==> config.mk <==
export PLATFORM = sky130hd
export DESIGN_NAME = mux5_arbiter
export DESIGN_NICKNAME = d
export VERILOG_FILES = /design/src/rtl/mux5_arbiter.sv
export SDC_FILE = /design/constraint.sdc
export NUM_CORES = 1
export LEC_CHECK = 0
export ABC_AREA = 1
export CORE_UTILIZATION = 43
export DETAILED_ROUTE_END_ITERATION = 16
export PLACE_DENSITY = 0.81
export SETUP_SLACK_MARGIN = 0.05
export SYNTH_ARGS = -nofsm -noshare
export SYNTH_HDL_FRONTEND = slang
export SYNTH_SLANG_ARGS = --single-unit
==> constraint.sdc <==
create_clock -name clk -period 3.4 [get_ports clk]
set_input_delay 0.51 -clock clk [delete_from_list [all_inputs] [get_ports clk]]
set_output_delay 0.51 -clock clk [all_outputs]
set_load 0.02 [all_outputs]
==> src/rtl/mux5_arbiter.sv <==
// Two-requester round-robin arbiter feeding a single registered output buffer.
// Grants are combinational; the buffer drains and refills on the same edge.
module mux5_arbiter #(
    parameter int WIDTH = 5
) (
    input  logic             clk,
    input  logic             rst_n,
    input  logic             req_a,
    input  logic [WIDTH-1:0] data_a,
    input  logic             req_b,
    input  logic [WIDTH-1:0] data_b,
    output logic             gnt_a,
    output logic             gnt_b,
    output logic             out_valid,
    output logic [WIDTH-1:0] out_data,
    input  logic             out_ready,
    output logic             sel
);

    typedef enum logic [1:0] {
        EMPTY  = 2'd0,
        FULL_A = 2'd1,
        FULL_B = 2'd2
    } state_t;

    state_t           state_r;
    state_t           state_next_s;
    logic [WIDTH-1:0] out_data_r;
    logic [WIDTH-1:0] data_next_s;
    logic             out_valid_r;
    logic             out_valid_next_s;
    logic             sel_r;
    logic             sel_next_s;
    logic             last_gnt_b_r;
    logic             last_gnt_b_next_s;
    logic             slot_open_s;
    logic             gnt_a_s;
    logic             gnt_b_s;

    // Slot-open detection and round-robin grant selection (gated off during reset).
    always_comb begin
        slot_open_s = 1'b0;
        gnt_a_s     = 1'b0;
        gnt_b_s     = 1'b0;
        if (state_r == EMPTY) begin
            slot_open_s = 1'b1;
        end else if (out_valid_r && out_ready) begin
            slot_open_s = 1'b1;
        end else begin
            slot_open_s = 1'b0;
        end
        if (rst_n && slot_open_s) begin
            if (req_a && req_b) begin
                if (last_gnt_b_r) begin
                    gnt_a_s = 1'b1;
                end else begin
                    gnt_b_s = 1'b1;
                end
            end else if (req_a) begin
                gnt_a_s = 1'b1;
            end else if (req_b) begin
                gnt_b_s = 1'b1;
            end else begin
                gnt_a_s = 1'b0;
                gnt_b_s = 1'b0;
            end
        end else begin
            gnt_a_s = 1'b0;
            gnt_b_s = 1'b0;
        end
    end

    // Next-state, next-payload and next-output decode.
    always_comb begin
        state_next_s      = state_r;
        data_next_s       = out_data_r;
        last_gnt_b_next_s = last_gnt_b_r;
        out_valid_next_s  = out_valid_r;
        sel_next_s        = sel_r;
        if (gnt_a_s) begin
            state_next_s      = FULL_A;
            data_next_s       = data_a;
            last_gnt_b_next_s = 1'b0;
        end else if (gnt_b_s) begin
            state_next_s      = FULL_B;
            data_next_s       = data_b;
            last_gnt_b_next_s = 1'b1;
        end else if (slot_open_s) begin
            state_next_s = EMPTY;
        end else begin
            state_next_s = state_r;
        end
        case (state_next_s)
            FULL_A: begin
                out_valid_next_s = 1'b1;
                sel_next_s       = 1'b0;
            end
            FULL_B: begin
                out_valid_next_s = 1'b1;
                sel_next_s       = 1'b1;
            end
            default: begin
                out_valid_next_s = 1'b0;
                sel_next_s       = 1'b0;
            end
        endcase
    end

    // State and output registers; reset leaves B as last winner so A wins the first tie.
    always_ff @(posedge clk or negedge rst_n) begin
        if (!rst_n) begin
            state_r      <= EMPTY;
            out_data_r   <= {WIDTH{1'b0}};
            out_valid_r  <= 1'b0;
            sel_r        <= 1'b0;
            last_gnt_b_r <= 1'b1;
        end else begin
            state_r      <= state_next_s;
            out_data_r   <= data_next_s;
            out_valid_r  <= out_valid_next_s;
            sel_r        <= sel_next_s;
            last_gnt_b_r <= last_gnt_b_next_s;
        end
    end

    assign gnt_a     = gnt_a_s;
    assign gnt_b     = gnt_b_s;
    assign out_valid = out_valid_r;
    assign out_data  = out_data_r;
    assign sel       = sel_r;

endmodule

==> results.yml, run 1 <==
sta:
  fin_crit_sh_pct: 79.69
  worst_pin_slew_ns: 0.2903
  max_freq_ghz: 0.3691
  fin_crit_ns: 2.710
  finClkSkew_ns: 0.003263
  drv_slew: 0
  maxSlewHeadroom_pct: 80.58
  hold_viol: 0
  setup_tns_ns: 0
  rsz0062_at_grt: "no"
  setup_viol: 0
logic_synthesis:
  syn_area_um2: 565.5
  synthDistinctLibCells: 14
  yosysWarnings: 0
  syn_inst: 67
  synth_fp_nets: 83
  yosysSeqAreaShare_pct: 44.47
  synth_area_leaders: "dfrtp_1, inv_1, nand2_1"
  ys_seq_elements: 10
  syn_area_per_cell_um2: 8.441
  synth_top_area_share_pct: 39.82
  yosysTopAreaCell: "dfrtp_1"
placement:
  io_buffer_count: 23
  post-dp-hpwl_um: 928.3
  gp_congestion: 0.7222
  dp_cells: 103
layout:
  fin_cells: 107
  layout_common_cells: "clkdlybuf4s50_1, inv_1, nand2_1"
  synthToLayoutAreaGrowth_pct: 48.67
  final_common_cell: "clkdlybuf4s50_1"
  fillers: 91
  fin_nets: 110
  ff_latch_area_um2: 251.5
  drive_above_1_share_pct: 11.83
  diodes: 0
  multi_input_area_um2: 234.0
route:
  wl_um: 1254
  drc_errors: 0
  routed_via_density: 4.953
  num_vias: 530
  drtAntennaViolNets: 0
  dr.pass1.iters: 4
  wl_per_cell_um: 11.72
  dr.first_iter.drc_count: 16
worst_setup_path:
  cpMostUsedCell: "clkdlybuf4s50_1"
  crit_required_ns: 2.89
  cp-start-kind: "input port"
  cp_slowest_cell: "clkdlybuf4s50_1"
  cp.arrival_ns: 2.20
  crit_chain: "clkdlybuf4s50_1 > buf_4 > nand3_4 > inv_1 > clkdlybuf4s50_1"
  path_buf_inv: 4
  endpoint_kind: "output pin"
  cp_max_fo: 14
  path_delay_family: "buffers and inverters"
  path_class: "in -> out"
  slowest_delay_ns: 0.59
global_routing:
  grt_max_degree: 15
  antenna_found_initial: 0
  first_global_vias: 528
  grt_pass1_wl_um: 2097
  grt_usage_pct: 21.27
  overflow: 0
power:
  power_leakage_nw: 0.4412
  powerDensity_nw_per_um2: 770.7
  vdd_drop_max_mv: 0.5770
cts:
  clock-root-buffer: "clkbuf_4"
  h-tree-depth: 1
  tritoncts: "built"
  clk_path_buf_depth: 2
  cts.sink_count: 10
  clk_pin_slew_ns: 0.07
  holdBufCountCts: 0
  cts_made_buffers: 3
  ctsResizeCount: 0
  cts_setup_buffers: 0
  clk-insertion-delay-late_ns: 0.26
hold_path:
  min_path_type: "in -> async"
floorplanning:
  die_area_um2: 1464
  io_pins: 24
  die_w_um: 38.27
  std_cell_rows: 12
  core_area_um2: 1171
  fp.dieH_um: 38.27
  start_util_pct: 48.29
job:
  cap_viol_max_count: 0
status:
  status: "completed"
through the flow:
step	area [µm²]	util, %	total power (W)	worst slack [ns]	hold WS [ns]
global route	840.8	71.79	0.0006923	0.6020	0.4556
detailed placement	804.5	68.70	0.0005405	0.6925	0.5127
CTS	840.8	71.79	0.0006516	0.6793	0.4615
global placement	804.5	68.70	0.0005345	0.7285	0.5097
floorplan	565.5	-	0.0004109	1.725	0.2144
finish	840.8	71.79	0.0006480	0.6905	0.4682
state kept, by name (all words and copies together), names as in the netlist:
register / count
last_gnt_b_r: 1
out_data: 5
state_r: 2
out_valid: 1
sel: 1
area by class of cell:
| type | count | share of cell area, % |
|---|---|---|
| Sequential cell | 10 | 29.91 |
| Timing Repair Buffer | 24 | 28.27 |
| Multi-Input combinational cell | 38 | 27.83 |
| Inverter | 17 | 7.589 |
| Clock buffer | 4 | 4.315 |
| Tap cell | 14 | 2.083 |
worst reg2reg max path, stage by stage (launching register included):
cell     delay [ns]
dfstp_2        0.53
inv_1          0.07
a21oi_4        0.22
nand3_4        0.19
nand2_1        0.14
inv_1          0.05
ha_1           0.26
inv_1          0.03
per-layer routing:
| metal | vias to the layer above | share of wire, % | track usage, % |
|---|---|---|---|
| met4 | 0 | 0 | 8.929 |
| met5 | - | 0 | 0 |
| met3 | 0 | 4.4 | 4.070 |
| met1 | 246 | 46 | 26.52 |
| met2 | 16 | 49 | 35.59 |
| li1 | 268 | - | - |
cell usage after synthesis:
| cell | instances |
|---|---|
| a21oi_1 | 2 |
| o21ai_4 | 1 |
| buf_6 | 1 |
| nand3_4 | 2 |
| buf_2 | 1 |
| nand3_1 | 10 |
| dfstp_2 | 1 |
| nand2_1 | 15 |
| a21oi_4 | 1 |
| inv_1 | 17 |
| nand2_2 | 1 |
| nand4_1 | 5 |
| dfrtp_1 | 9 |
| ha_1 | 1 |
cells by family (layout without fill, tap and decap cells):
family | after synthesis | after routing | synth area share, %
flip-flops | 10 | 10 | 44.47
AND/OR/NAND/NOR | 33 | 33 | 31.64
buffers and inverters | 19 | 45 | 14.16
AO/OA/AOI/OAI | 4 | 4 | 7.524
adder cells (fa/ha/maj) | 1 | 1 | 2.212
worst paths after layout:
check                      cells past startpoint           end  slack [ns]         start
setup / recovery                               5         gnt_b        0.69         rst_n
min in group clk                               2   out_data[0]        0.53   out_data[0]
hold / removal                                 1   out_data[4]        0.47         rst_n
max in group asynchronous                      2  last_gnt_b_r        2.41         rst_n
hold reg to reg                                2   out_data[0]        0.53   out_data[0]
setup reg to reg                               7     out_valid        1.80  last_gnt_b_r
report_power, final:
part	switching, W	internal, W	total (W)	leakage (nW)
clock	0.0000392	0.0000649	0.000104	0.0210
combinational	0.000183	0.000143	0.000326	0.298
sequential	0.0000368	0.000181	0.000218	0.122
total	0.000259	0.000389	0.000648	0.441
(Power assumes the default switching activity.)
==> run 2, diff against run 1 <==
Settings changed: CORE_UTILIZATION 43 to 40, PLACE_DENSITY 0.81 to 0.76.
Clock period 3.4 ns to 2.8 ns, I/O delays scaled along.
==> run 2 against run 1 <==
Against the previous run:
- design area increased by 1.0%
- routed wire length down 7.6%
- clock skew shrank 0.0018 ns
- clock power is 26% higher
- setup slack worse by 0.38 ns
- hold slack worse by 0.054 ns
- register-to-register slack lost 0.62 ns
- die area rose by 7.1%
- clock-buffer cell count did not move
- non-clock buffer count increased by 1
- power is 21% higher
==> results.yml, run 2 (synthesis results as in run 1) <==
worst_setup_path:
  path_class: "in -> out"
  cp.arrival_ns: 2.07
  crit_required_ns: 2.38
  cp-start-kind: "input port"
  cp_max_fo: 9
  endpoint_kind: "output pin"
layout:
  fin_nets: 111
  fin_cells: 109
  layout_common_cells: "clkdlybuf4s50_1, inv_1, nand2_1"
  largest_reg_flops: 5
  diodes: 0
  synthToLayoutAreaGrowth_pct: 50.22
  finalInstanceArea_um2: 849.6
  drive_above_1_share_pct: 12.77
  final_common_cell: "clkdlybuf4s50_1"
power:
  power_leakage_nw: 0.4455
  power_w: 0.0007868
  vdd_drop_max_mv: 0.7833
  powerDensity_nw_per_um2: 926.2
route:
  drtAntennaViolNets: 0
  num_vias: 522
  wl_per_cell_um: 10.63
  dr.pass1.iters: 2
  dr.first_iter.drc_count: 4
  drc_errors: 0
  routed_via_density: 4.789
  wl_um: 1159
cts:
  cts_made_buffers: 3
  holdBufCountCts: 0
  cts_setup_buffers: 0
  clk_path_buf_depth: 2
  ctsResizeCount: 0
  cts.sink_count: 10
  tritoncts: "built"
  clk_pin_slew_ns: 0.06
  h-tree-depth: 1
  clock-root-buffer: "clkbuf_4"
  clk-insertion-delay-late_ns: 0.27
status:
  status: "completed"
sta:
  setup_tns_ns: 0
  rsz0062_at_grt: "no"
  worst_pin_slew_ns: 0.3330
  max_freq_ghz: 0.4018
  finClkSkew_ns: 0.001493
  fin_crit_ns: 2.489
  drv_slew: 0
  setup_viol: 0
  maxSlewHeadroom_pct: 77.73
  hold_viol: 0
  fin_crit_sh_pct: 88.88
floorplanning:
  die_area_um2: 1568
  die_w_um: 39.60
  fp.dieH_um: 39.60
  start_util_pct: 43.46
  core_area_um2: 1301
  std_cell_rows: 13
  io_pins: 24
global_routing:
  antenna_found_initial: 0
  overflow: 0
  first_global_vias: 463
  grt_pass1_wl_um: 1918
  grt_usage_pct: 19.12
  grt_max_degree: 14
placement:
  dpl_cell_area_um2: 813.3
  post-dp-hpwl_um: 928.9
  io_buffer_count: 23
  dp_cells: 105
  gp_congestion: 0.7897
job:
  cap_viol_max_count: 0
hold_path:
  min_path_type: "in -> async"
[run 2: per-stage QoR]
step	setup slack [ns]	hold WS [ns]	util, %
final	0.3114	0.4146	65.29
after global routing	0.2485	0.3960	65.29
after CTS	0.2993	0.4098	65.29
after detailed placement	0.3040	0.4960	62.50
after global placement	0.3542	0.5076	62.50
after floorplan	1.215	0.1244	-
[run 2: critical path, cell delays in order]
cell             delay (ns)
clkdlybuf4s50_1        0.53
inv_1                  0.06
a21oi_1                0.20
nand3_4                0.16
inv_1                  0.09
clkdlybuf4s50_1        0.60
[run 2: per-layer routing]
layer,part of all wire (%),global-route usage (%),vias up
li1,-,-,266
met1,45,22.42,233
met2,49,31.15,21
met3,5.0,6.818,2
met4,0.86,7.759,0
met5,0,0,-
[run 2: final cells by class]
type	count	area, µm²
repair buffers	25	245.2
well taps	15	18.77
fillers	131	451.7
multi-input cells	38	234.0
inverters	17	63.81
clock buffers	4	36.28
flip-flops and latches	10	251.5
[run 2: report_power, final]
| group | total (W) | internal [W] | switching, W |
|---|---|---|---|
| Combinational | 0.000395 | 0.000177 | 0.000218 |
| Clock | 0.000131 | 0.0000790 | 0.0000518 |
| Sequential | 0.000261 | 0.000219 | 0.0000411 |
| Total | 0.000787 | 0.000476 | 0.000311 |
[run 2: path summary, 6_finish.rpt]
path | start | to | slack, ns | cells past startpoint
setup / recovery | req_b | gnt_b | 0.31 | 6
hold / removal | rst_n | out_data[4] | 0.41 | 1
setup reg to reg | last_gnt_b_r | out_valid | 1.18 | 8
hold reg to reg | out_data[4] | out_data[4] | 0.51 | 2
max in group asynchronous | rst_n | out_data[1] | 1.92 | 2
min in group clk | out_data[4] | out_data[4] | 0.51 | 2
